## src/rtl/sync_pkg.sv

```systemverilog
// Shared types and constants for the sync link receiver.
package sync_pkg;

   typedef enum logic [1:0] {
      HUNT   = 2'd0,
      VERIFY = 2'd1,
      LOCKED = 2'd2
   } sync_state_t;

   localparam int SYNC_DEFAULT_PERIOD = 4;
   localparam int ERR_CNT_W           = 16;

endpackage

```

## src/rtl/sync_lock.sv

```systemverilog
// Sync pulse tracker: hunts for a pulse, verifies the period, locks and flywheels a frame phase.
// Optional build macro SYNC_LOCK_STATS_EN adds a saturating err_count output.
module sync_lock
   import sync_pkg::*;
#(
   parameter int PERIOD     = SYNC_DEFAULT_PERIOD,
   parameter int LOCK_COUNT = 3,
   parameter int MISS_LIMIT = 2
) (
   input  logic                      clk,
   input  logic                      rst,
   input  logic                      en,
   input  logic                      sync_in,
   output logic                      locked,
   output logic [$clog2(PERIOD)-1:0] phase,
   output logic                      frame_start,
   output logic                      err
`ifdef SYNC_LOCK_STATS_EN
   ,
   output logic [ERR_CNT_W-1:0]      err_count
`endif
);

   localparam int PH_W = $clog2(PERIOD);
   localparam int GC_W = $clog2(LOCK_COUNT + 1);
   localparam int MC_W = $clog2(MISS_LIMIT + 1);

   localparam logic [PH_W-1:0] PH_LAST = PH_W'(PERIOD - 1);
   localparam logic [GC_W-1:0] GC_DONE = GC_W'(LOCK_COUNT);
   localparam logic [MC_W-1:0] MC_DONE = MC_W'(MISS_LIMIT);

   sync_state_t     state;
   sync_state_t     state_nx;
   logic [PH_W-1:0] phase_nx;
   logic [GC_W-1:0] good_cnt;
   logic [GC_W-1:0] good_nx;
   logic [GC_W-1:0] good_inc;
   logic [MC_W-1:0] miss_cnt;
   logic [MC_W-1:0] miss_nx;
   logic [MC_W-1:0] miss_inc;
   logic            exp_hit;
   logic            anchor;

   assign exp_hit     = (phase == PH_LAST);
   assign good_inc    = good_cnt + GC_W'(1);
   assign miss_inc    = miss_cnt + MC_W'(1);
   assign frame_start = en && (state == LOCKED) && exp_hit;
   assign err         = en && (state == LOCKED) && (sync_in ^ exp_hit);

   always_comb begin
      state_nx = state;
      good_nx  = good_cnt;
      miss_nx  = miss_cnt;
      anchor   = 1'b0;
      case (state)
         HUNT: begin
            if (sync_in) begin
               anchor = 1'b1;
               if (LOCK_COUNT == 1) begin
                  state_nx = LOCKED;
                  good_nx  = '0;
                  miss_nx  = '0;
               end else begin
                  state_nx = VERIFY;
                  good_nx  = GC_W'(1);
               end
            end
         end
         VERIFY: begin
            if (sync_in && exp_hit) begin
               if (good_inc == GC_DONE) begin
                  state_nx = LOCKED;
                  good_nx  = '0;
                  miss_nx  = '0;
               end else begin
                  good_nx = good_inc;
               end
            end else if (sync_in) begin
               // Misplaced pulse: treat it as a fresh anchor rather than giving up.
               anchor  = 1'b1;
               good_nx = GC_W'(1);
            end else if (exp_hit) begin
               state_nx = HUNT;
               good_nx  = '0;
            end
         end
         LOCKED: begin
            // No re-anchoring here; the phase flywheels through isolated faults.
            if (sync_in && exp_hit) begin
               miss_nx = '0;
            end else if (sync_in ^ exp_hit) begin
               if (miss_inc == MC_DONE) begin
                  state_nx = HUNT;
                  miss_nx  = '0;
               end else begin
                  miss_nx = miss_inc;
               end
            end
         end
         default: begin
            state_nx = HUNT;
            good_nx  = '0;
            miss_nx  = '0;
         end
      endcase
   end

   always_comb begin
      if (anchor || exp_hit) phase_nx = '0;
      else                   phase_nx = phase + PH_W'(1);
   end

   always_ff @(posedge clk or negedge rst) begin
      if (!rst) begin
         state    <= HUNT;
         phase    <= '0;
         good_cnt <= '0;
         miss_cnt <= '0;
         locked   <= 1'b0;
      end else if (en) begin
         state    <= state_nx;
         phase    <= phase_nx;
         good_cnt <= good_nx;
         miss_cnt <= miss_nx;
         locked   <= (state_nx == LOCKED);
      end
   end

`ifdef SYNC_LOCK_STATS_EN
   always_ff @(posedge clk or negedge rst) begin
      if (!rst) begin
         err_count <= '0;
      end else if (err && (err_count != {ERR_CNT_W{1'b1}})) begin
         err_count <= err_count + ERR_CNT_W'(1);
      end
   end
`endif

endmodule

```

## config.mk

```make
export PLATFORM = sky130hd
export DESIGN_NAME = sync_lock
export DESIGN_NICKNAME = d
export VERILOG_FILES = /design/src/rtl/sync_pkg.sv /design/src/rtl/sync_lock.sv
export SDC_FILE = /design/constraint.sdc
export NUM_CORES = 1
export LEC_CHECK = 0
export ABC_AREA = 1
export BUFFER_PORTS_ARGS = -buffer_cell sky130_fd_sc_hd__buf_4
export CAP_MARGIN = 20
export CORE_AREA = 2 2 39 41
export DETAILED_ROUTE_END_ITERATION = 16
export DIE_AREA = 0 0 41 43
export PLACE_DENSITY = 0.67
export SYNTH_ARGS = -nofsm -noshare
export SYNTH_HDL_FRONTEND = slang
export SYNTH_SLANG_ARGS = --single-unit
```

## constraint.sdc

```tcl
create_clock -name clk -period 1.9 [get_ports clk]
set_input_delay 0.19 -clock clk [delete_from_list [all_inputs] [get_ports clk]]
set_output_delay 0.19 -clock clk [all_outputs]
set_load 0.005 [all_outputs]
```

==> results of run 1 <==
-- synthesized netlist by cell type (all sizes together) --
master	count	area, um2
or2	1	6.26
clkinv	1	3.75
inv	12	45.1
nand2	27	106
ha	4	50.1
o211ai	1	7.51
nand4	2	12.5
nand3	11	70.1
dfrtp	9	225
a21oi	1	5.00
o21ai	5	25.0
nor2	14	67.6
-- what timing repair did --
action                                  4_1_cts  5_1_grt
endpoints found under the hold margin         9        0
hold buffers                                  1        0
resized for setup                             0        0
buffers inserted                              0        0
endpoints found under the setup margin        0        0
-- per-layer routing --
layer / up-vias / wire (um) / GRT usage, %
li1: 302 / - / -
met1: 254 / 663 / 28.1
met2: 13 / 553 / 24.4
met3: 4 / 39 / 1.57
met4: 0 / 31 / 14.0
met5: - / 0 / 0
-- per-stage QoR --
step	hold slack (ns)	instances
global placement	0.0197	112
detailed placement	0.0205	112
CTS	0.157	117
finish	0.154	117
floorplan	-0.106	88
global route	0.175	117
-- path summary, 6_finish.rpt --
| kind | cells past startpoint | startpoint | endpoint |
|---|---|---|---|
| hold reg to reg | 2 | miss_cnt[0]$_DFFE_PN0P_ | miss_cnt[0]$_DFFE_PN0P_ |
| setup / recovery | 6 | phase[0]$_DFFE_PN0P_ | err |
| setup reg to reg | 7 | phase[0]$_DFFE_PN0P_ | miss_cnt[0]$_DFFE_PN0P_ |
| min in group asynchronous | 2 | rst | locked$_DFFE_PN0P_ |
| hold / removal | 2 | en | state[0]$_DFFE_PN0P_ |
| max in group asynchronous | 2 | rst | phase[0]$_DFFE_PN0P_ |
-- report_power, final --
group	switching [W]	internal, W	total [W]
combinational	0.000131	0.0000922	0.000223
sequential	0.0000396	0.000226	0.000265
clock	0.0000710	0.0000812	0.000152
total	0.000242	0.000399	0.000641
-- cell families after synthesis --
family / Yosys count
simple gates: 55
buf+inv: 13
flops: 9
compound gates: 7
fa+ha+maj: 4
-- sequential cells by signal, summed over array words and instances (netlist names) --
signal,count
good_cnt,2
phase,2
state,2
locked,1
miss_cnt,2
-- final cells by class --
class / count / area (um2) / area share (%)
Multi-Input combinational cell: 66 / 350 / 47.3
Clock buffer: 4 / 26.3 / 3.55
Inverter: 13 / 48.8 / 6.59
Sequential cell: 9 / 225 / 30.4
Tap cell: 16 / 20.0 / 2.70
Timing Repair Buffer: 9 / 70.1 / 9.46
==> results by group, run 1 <==
Cells and area
  • Post-route cell area: 741 um2
  • Layout filler cell count: between 100 and 150
  • Area grow syn2layout: 18.6%
  • Share of post-route cells with drive strength above 1: 24.8%
  • Final layout net count: 110
  • # diodes: 0
  • Most common library cell in the layout ignoring fill and taps: sky130_fd_sc_hd__nand2_1
  • Most frequent cells in the layout: 25 x sky130_fd_sc_hd__nand2_1, 10 x sky130_fd_sc_hd__nor2_1, 9 x sky130_fd_sc_hd__dfrtp_1
  • Post-layout util: 53.5%

STA
  • Max-slew violations: 0
  • Worst-case clock skew: 0.00222 ns
  • Final critical delay including setup and external delays: 1.74 ns
  • Final Hold Viols: 0
  • Maximum frequency from static timing analysis: 573 MHz
  • Period utilization: about nine tenths
  • Unrepaired setup endpoints after global routing: no
  • Worst path setup slack after routing: ~0.16 ns
  • Final number of setup-violating endpoints: 0
  • Setup tns final: 0 ns
  • Worst Tran Pin Value: 0.255 ns
  • Slew headroom: between 80% and 90%

CTS
  • TritonCTS clock tree: built
  • Root Buffer: sky130_fd_sc_hd__clkbuf_4
  • Source-to-sink clock delay at the later pin of the worst-skew pair: 0.26 ns
  • Clock-pin transition on the worst setup and hold timing paths: 0.06 ns
  • Number of clock buffers inserted by TritonCTS: 3
  • Sink Count: 9
  • Longest Clk Path Bufs: 2
  • Number of H-tree branching levels: 1

Synthesis
  • Xor and xnor fraction of the mapped netlist area: 0%
  • Multiplexer share of the synthesized area: 0%
  • Post-Synth Adder-Cell Area: 8.02%
  • Yosys reg bits: 9
  • Syn nets: 96
  • Synth cell types: 18
  • Count of synthesis-stage warnings from yosys: 0
  • Cell area after technology mapping: around 620 um2
  • Dominant combinational cell family by area after synthesis: simple AND/OR/NAND/NOR gates
  • Syn Inst Count: 88
  • Fraction of the yosys area taken by sequential cells: 36.1%
  • Synthesized-area fraction occupied by ao, oa, aoi and oai cells: 6.01%
  • Avg Synthesized Cell Area: 7.09 um2
  • Area share of and/or/nand/nor cells after synthesis: about 42%

Job
  • Max cap viols: 0

Place
  • Final weighted congestion of routability-driven global placement: 0.856
  • HPWL Detailed: ~1000 um
  • Minimum setup slack after placement: 0.426 ns
  • Placed inst area: 704 um2
  • Count of port buffers added during placement: 8

Pwr
  • Overall power of the completed layout: roughly 0.00064 W
  • Power density normalized to cell area: 865 nW/um2
  • Maximum vdd ir drop: ~0.00056 V
  • Leakage power figure: between 0.3 and 0.4 nW

Worst setup path
  • Kind of end point of the critical path: primary output
  • Arrival time at the worst endpoint: between 1.5 and 2 ns
  • Critical Path Start Type: flip-flop
  • Buffers and inverters on the worst path: 3
  • Critical path's slowest cell: sky130_fd_sc_hd__dfrtp_1
  • Largest fanout on the critical path: 5
  • R2r setup slk: 0.41 ns
  • List of cells traversed by the critical path: ha_1 -> inv_1 -> ha_1 -> inv_1 -> nor2_1 -> buf_4
  • Cell family with the largest share of critical-path delay: adder cells
  • Classification of the worst setup path: flip-flop to primary output
  • Largest stage delay on the critical path: between 0.4 and 0.5 ns
  • Worst EP required: 1.71 ns

Route
  • Post-detailed-route DRC marker count: 0
  • Detailed Route WL: around 1300 um
  • Via-per-instance ratio: 4.90
  • Via total after detailed routing: 573
  • DRT iter0 DRCs: 21
  • First drt pass iteration count: 4
  • Routed length per placed instance: 11.0 um
  • Number of nets with antenna violations after detailed routing: 0

Min path
  • Classification of the worst-slack hold path: primary input to flip-flop

Floorplanning
  • Die X: roughly 40 um
  • Initial standard-cell utilization of the core: 45.1%
  • Area of the placeable core: roughly 1400 um2
  • Die extent in y: 43 um
  • Placement row count: 14
  • Number of placed I/O pins: 9
  • Floorplan die area: 1760 um2

Global route
  • Global-route wire length before repair: 2190 um
  • Initial antenna violation count: 0
  • Grt ovf: 0
  • Via count of the first global-routing pass: 519
  • Pin count of the biggest net entering global routing: 10
  • GRT Util Overall: 18.9%

Status
  • Outcome: finished, final reports clean
(Power assumes the default switching activity.)
==> run 2, diff against run 1 <==
ABC_AREA = unset   (was 1)
PLACE_DENSITY = unset   (was 0.67)
==> results by group, run 2 <==
Synthesis
  • Most frequent cell after synthesis: sky130_fd_sc_hd__dfrtp_1
  • Synth cell count leaders: 9 x sky130_fd_sc_hd__dfrtp_1, 4 x sky130_fd_sc_hd__ha_1, 4 x sky130_fd_sc_hd__inv_1
  • Number of synthesized flops with an enable pin: 0
  • Cell taking the most area after synthesis: sky130_fd_sc_hd__dfrtp_1
  • Syn Inst Count: 57
  • Cell area after technology mapping: 579 um2
  • Share of flip-flops with an asynchronous set or reset: 100%
  • Yosys reg bits: 9
  • Fraction of the yosys area taken by sequential cells: 38.9%
  • Count of synthesis-stage warnings from yosys: 0
  • Proportion of netlist area held by the largest area contributor: between 30% and 40%
  • Syn nets: 65
  • Synth cell types: 29
  • Flip-flop cell with the highest count after synthesis: sky130_fd_sc_hd__dfrtp_1
  • Leading cell types by total area after synthesis: sky130_fd_sc_hd__dfrtp_1 39%, sky130_fd_sc_hd__ha_1 8.6%, sky130_fd_sc_hd__mux2_1 3.9%, sky130_fd_sc_hd__o211ai_1 3.9%, sky130_fd_sc_hd__a32o_1 3.5%
  • Avg Synthesized Cell Area: 10.2 um2

Worst setup path
  • Arrival time at the worst endpoint: 1.59 ns
  • Largest fanout on the critical path: 4
  • Worst EP required: 1.71 ns
  • R2r setup slk: roughly 0.18 ns
  • Largest stage delay on the critical path: 0.41 ns
  • R2r startpoint: phase[0]$_DFFE_PN0P_
  • Critical Path Start Type: flip-flop
  • Buffers and inverters on the worst path: 2
  • Kind of end point of the critical path: primary output
  • List of cells traversed by the critical path: ha_1 -> inv_1 -> ha_1 -> and3_1 -> buf_4
  • Crit path top cell by count: sky130_fd_sc_hd__ha_1
  • Cell family with the largest share of critical-path delay: adder cells
  • Critical path's slowest cell: sky130_fd_sc_hd__dfrtp_1
  • Worst Reg2Reg Path Length in Cells: 7
  • Classification of the worst setup path: flip-flop to primary output
  • Worst R2R End: miss_cnt[0]$_DFFE_PN0P_

Route
  • Routed length per placed instance: 12.8 um
  • Number of nets with antenna violations after detailed routing: 0
  • Via-per-instance ratio: 5.40
  • Detailed Route WL: 1070 um
  • DRT iter0 DRCs: 5
  • First drt pass iteration count: 3
  • Post-detailed-route DRC marker count: 0
  • Via total after detailed routing: between 400 and 500

Floorplanning
  • Area of the placeable core: about 1400 um2
  • Placement row count: 14
  • Die X: 41 um
  • Floorplan die area: 1760 um2
  • Initial standard-cell utilization of the core: 41.9%
  • Die extent in y: about 43 um
  • Number of placed I/O pins: 9

STA
  • Setup tns final: 0 ns
  • Worst path setup slack after routing: 0.116 ns
  • Worst-case clock skew: just under 0.003 ns
  • Slew headroom: 77.8%
  • Final Hold Viols: 0
  • Maximum frequency from static timing analysis: 561 MHz
  • Final number of setup-violating endpoints: 0
  • Period utilization: 93.9%
  • Worst Tran Pin Value: 0.330 ns
  • Max-slew violations: 0
  • Final critical delay including setup and external delays: 1.78 ns
  • Unrepaired setup endpoints after global routing: no

Cells and area
  • Non-Filler Instances: between 80 and 90
  • Share of post-route cells with drive strength above 1: between 20% and 30%
  • Final layout net count: a little under 80
  • Area grow syn2layout: 17.9%
  • # diodes: 0
  • Area taken by flip-flops and latches: 225 um2
  • Most frequent cells in the layout: 9 x sky130_fd_sc_hd__dfrtp_1, 8 x sky130_fd_sc_hd__buf_4, 4 x sky130_fd_sc_hd__inv_1, 4 x sky130_fd_sc_hd__ha_1
  • Post-layout util: 49.4%
  • Combined area of the multi-input logic cells: approximately 320 um2
  • Layout filler cell count: 138
  • Most common library cell in the layout ignoring fill and taps: sky130_fd_sc_hd__dfrtp_1

Pwr
  • Internal power summed over all cells: 0.000382 W
  • Switching Fraction: 30.0%
  • Sequential share of power: 48.1%
  • Leakage power figure: 0.321 nW
  • Comb pwr share: 25.7%
  • Clock group share of total power: 26.2%
  • Overall power of the completed layout: approximately 0.00055 W
  • Power density normalized to cell area: approximately 800 nW/um2
  • Maximum vdd ir drop: 0.000715 V
  • Net switching component of the power: 0.000163 W

CTS
  • Number of H-tree branching levels: 1
  • Resize count post-CTS: 0
  • Source-to-sink clock delay at the later pin of the worst-skew pair: 0.26 ns
  • TritonCTS clock tree: built
  • Number of clock buffers inserted by TritonCTS: 3
  • Longest Clk Path Bufs: 2
  • Root Buffer: sky130_fd_sc_hd__clkbuf_4
  • Clock-pin transition on the worst setup and hold timing paths: 0.06 ns
  • Sink Count: 9

Global route
  • Grt ovf: 0
  • Via count of the first global-routing pass: between 400 and 500
  • Global-route wire length before repair: 1930 um
  • GRT Util Overall: 16.2%
  • Pin count of the biggest net entering global routing: 12
  • Initial antenna violation count: 0

Place
  • Cell count after placement: 79
  • Count of port buffers added during placement: 8
  • HPWL Detailed: between 800 and 900 um
  • Final weighted congestion of routability-driven global placement: 0.812
  • Minimum setup slack after placement: 0.188 ns

Min path
  • Launch instance of the worst min-delay path: en
  • Hold Path End: phase[0]$_DFFE_PN0P_
  • Hold path cells: 2
  • Classification of the worst-slack hold path: primary input to flip-flop

Status
  • Outcome: finished, final reports clean

Job
  • Max cap viols: 0
run 2: logic make-up after synthesis:
logic type | Yosys count | synth area share, %
buf+inv | 8 | 6.05
flops | 9 | 38.9
compound gates | 18 | 22.7
mux | 4 | 7.34
simple gates | 14 | 16.4
fa+ha+maj | 4 | 8.64
run 2: repair_timing:
item	CTS	global route
hold endpoints to repair	9	0
buffers inserted	0	0
hold buffers	1	0
run 2: stage by stage:
step	hold slack, ns	instance area, um2
floorplan	-0.106	579
global placement	0.0160	647
detailed placement	0.0159	647
CTS	0.209	683
global route	0.232	683
finish	0.215	683
run 2: final cells by class:
type	instances	share of cell area, %
inverters	6	3.30
well taps	16	2.93
multi-input cells	40	46.7
clock buffers	4	3.85
repair buffers	9	10.3
flip-flops and latches	9	33.0
run 2: worst max-delay path by stage:
stage,start,endpoint,slack [ns],cells after the start
4_1_cts,phase[0]$_DFFE_PN0P_,err,0.11,5
2_1_floorplan,phase[0]$_DFFE_PN0P_,miss_cnt[0]$_DFFE_PN0P_,0.32,7
3_3_place_gp,phase[0]$_DFFE_PN0P_,miss_cnt[0]$_DFFE_PN0P_,0.24,7
3_5_place_dp,phase[0]$_DFFE_PN0P_,miss_cnt[0]$_DFFE_PN0P_,0.19,7
6_report,phase[0]$_DFFE_PN0P_,err,0.12,5
5_1_grt,phase[0]$_DFFE_PN0P_,err,0.02,5
run 2: metal layers:
metal	GRT usage (%)	routed length [um]	share of wire [%]
met5	0	0	0
met4	8.00	20	1.9
met3	3.14	30	2.8
met2	19.7	463	43
met1	26.5	559	52
run 2: power groups by stage:
stage               Clock, W  Sequential (W)  Combinational [W]
floorplan                  0        0.000257          0.0000972
global placement           0        0.000266           0.000141
detailed placement         0        0.000266           0.000140
CTS                 0.000148        0.000262           0.000143
global route        0.000158        0.000269           0.000159
finish              0.000143        0.000262           0.000140
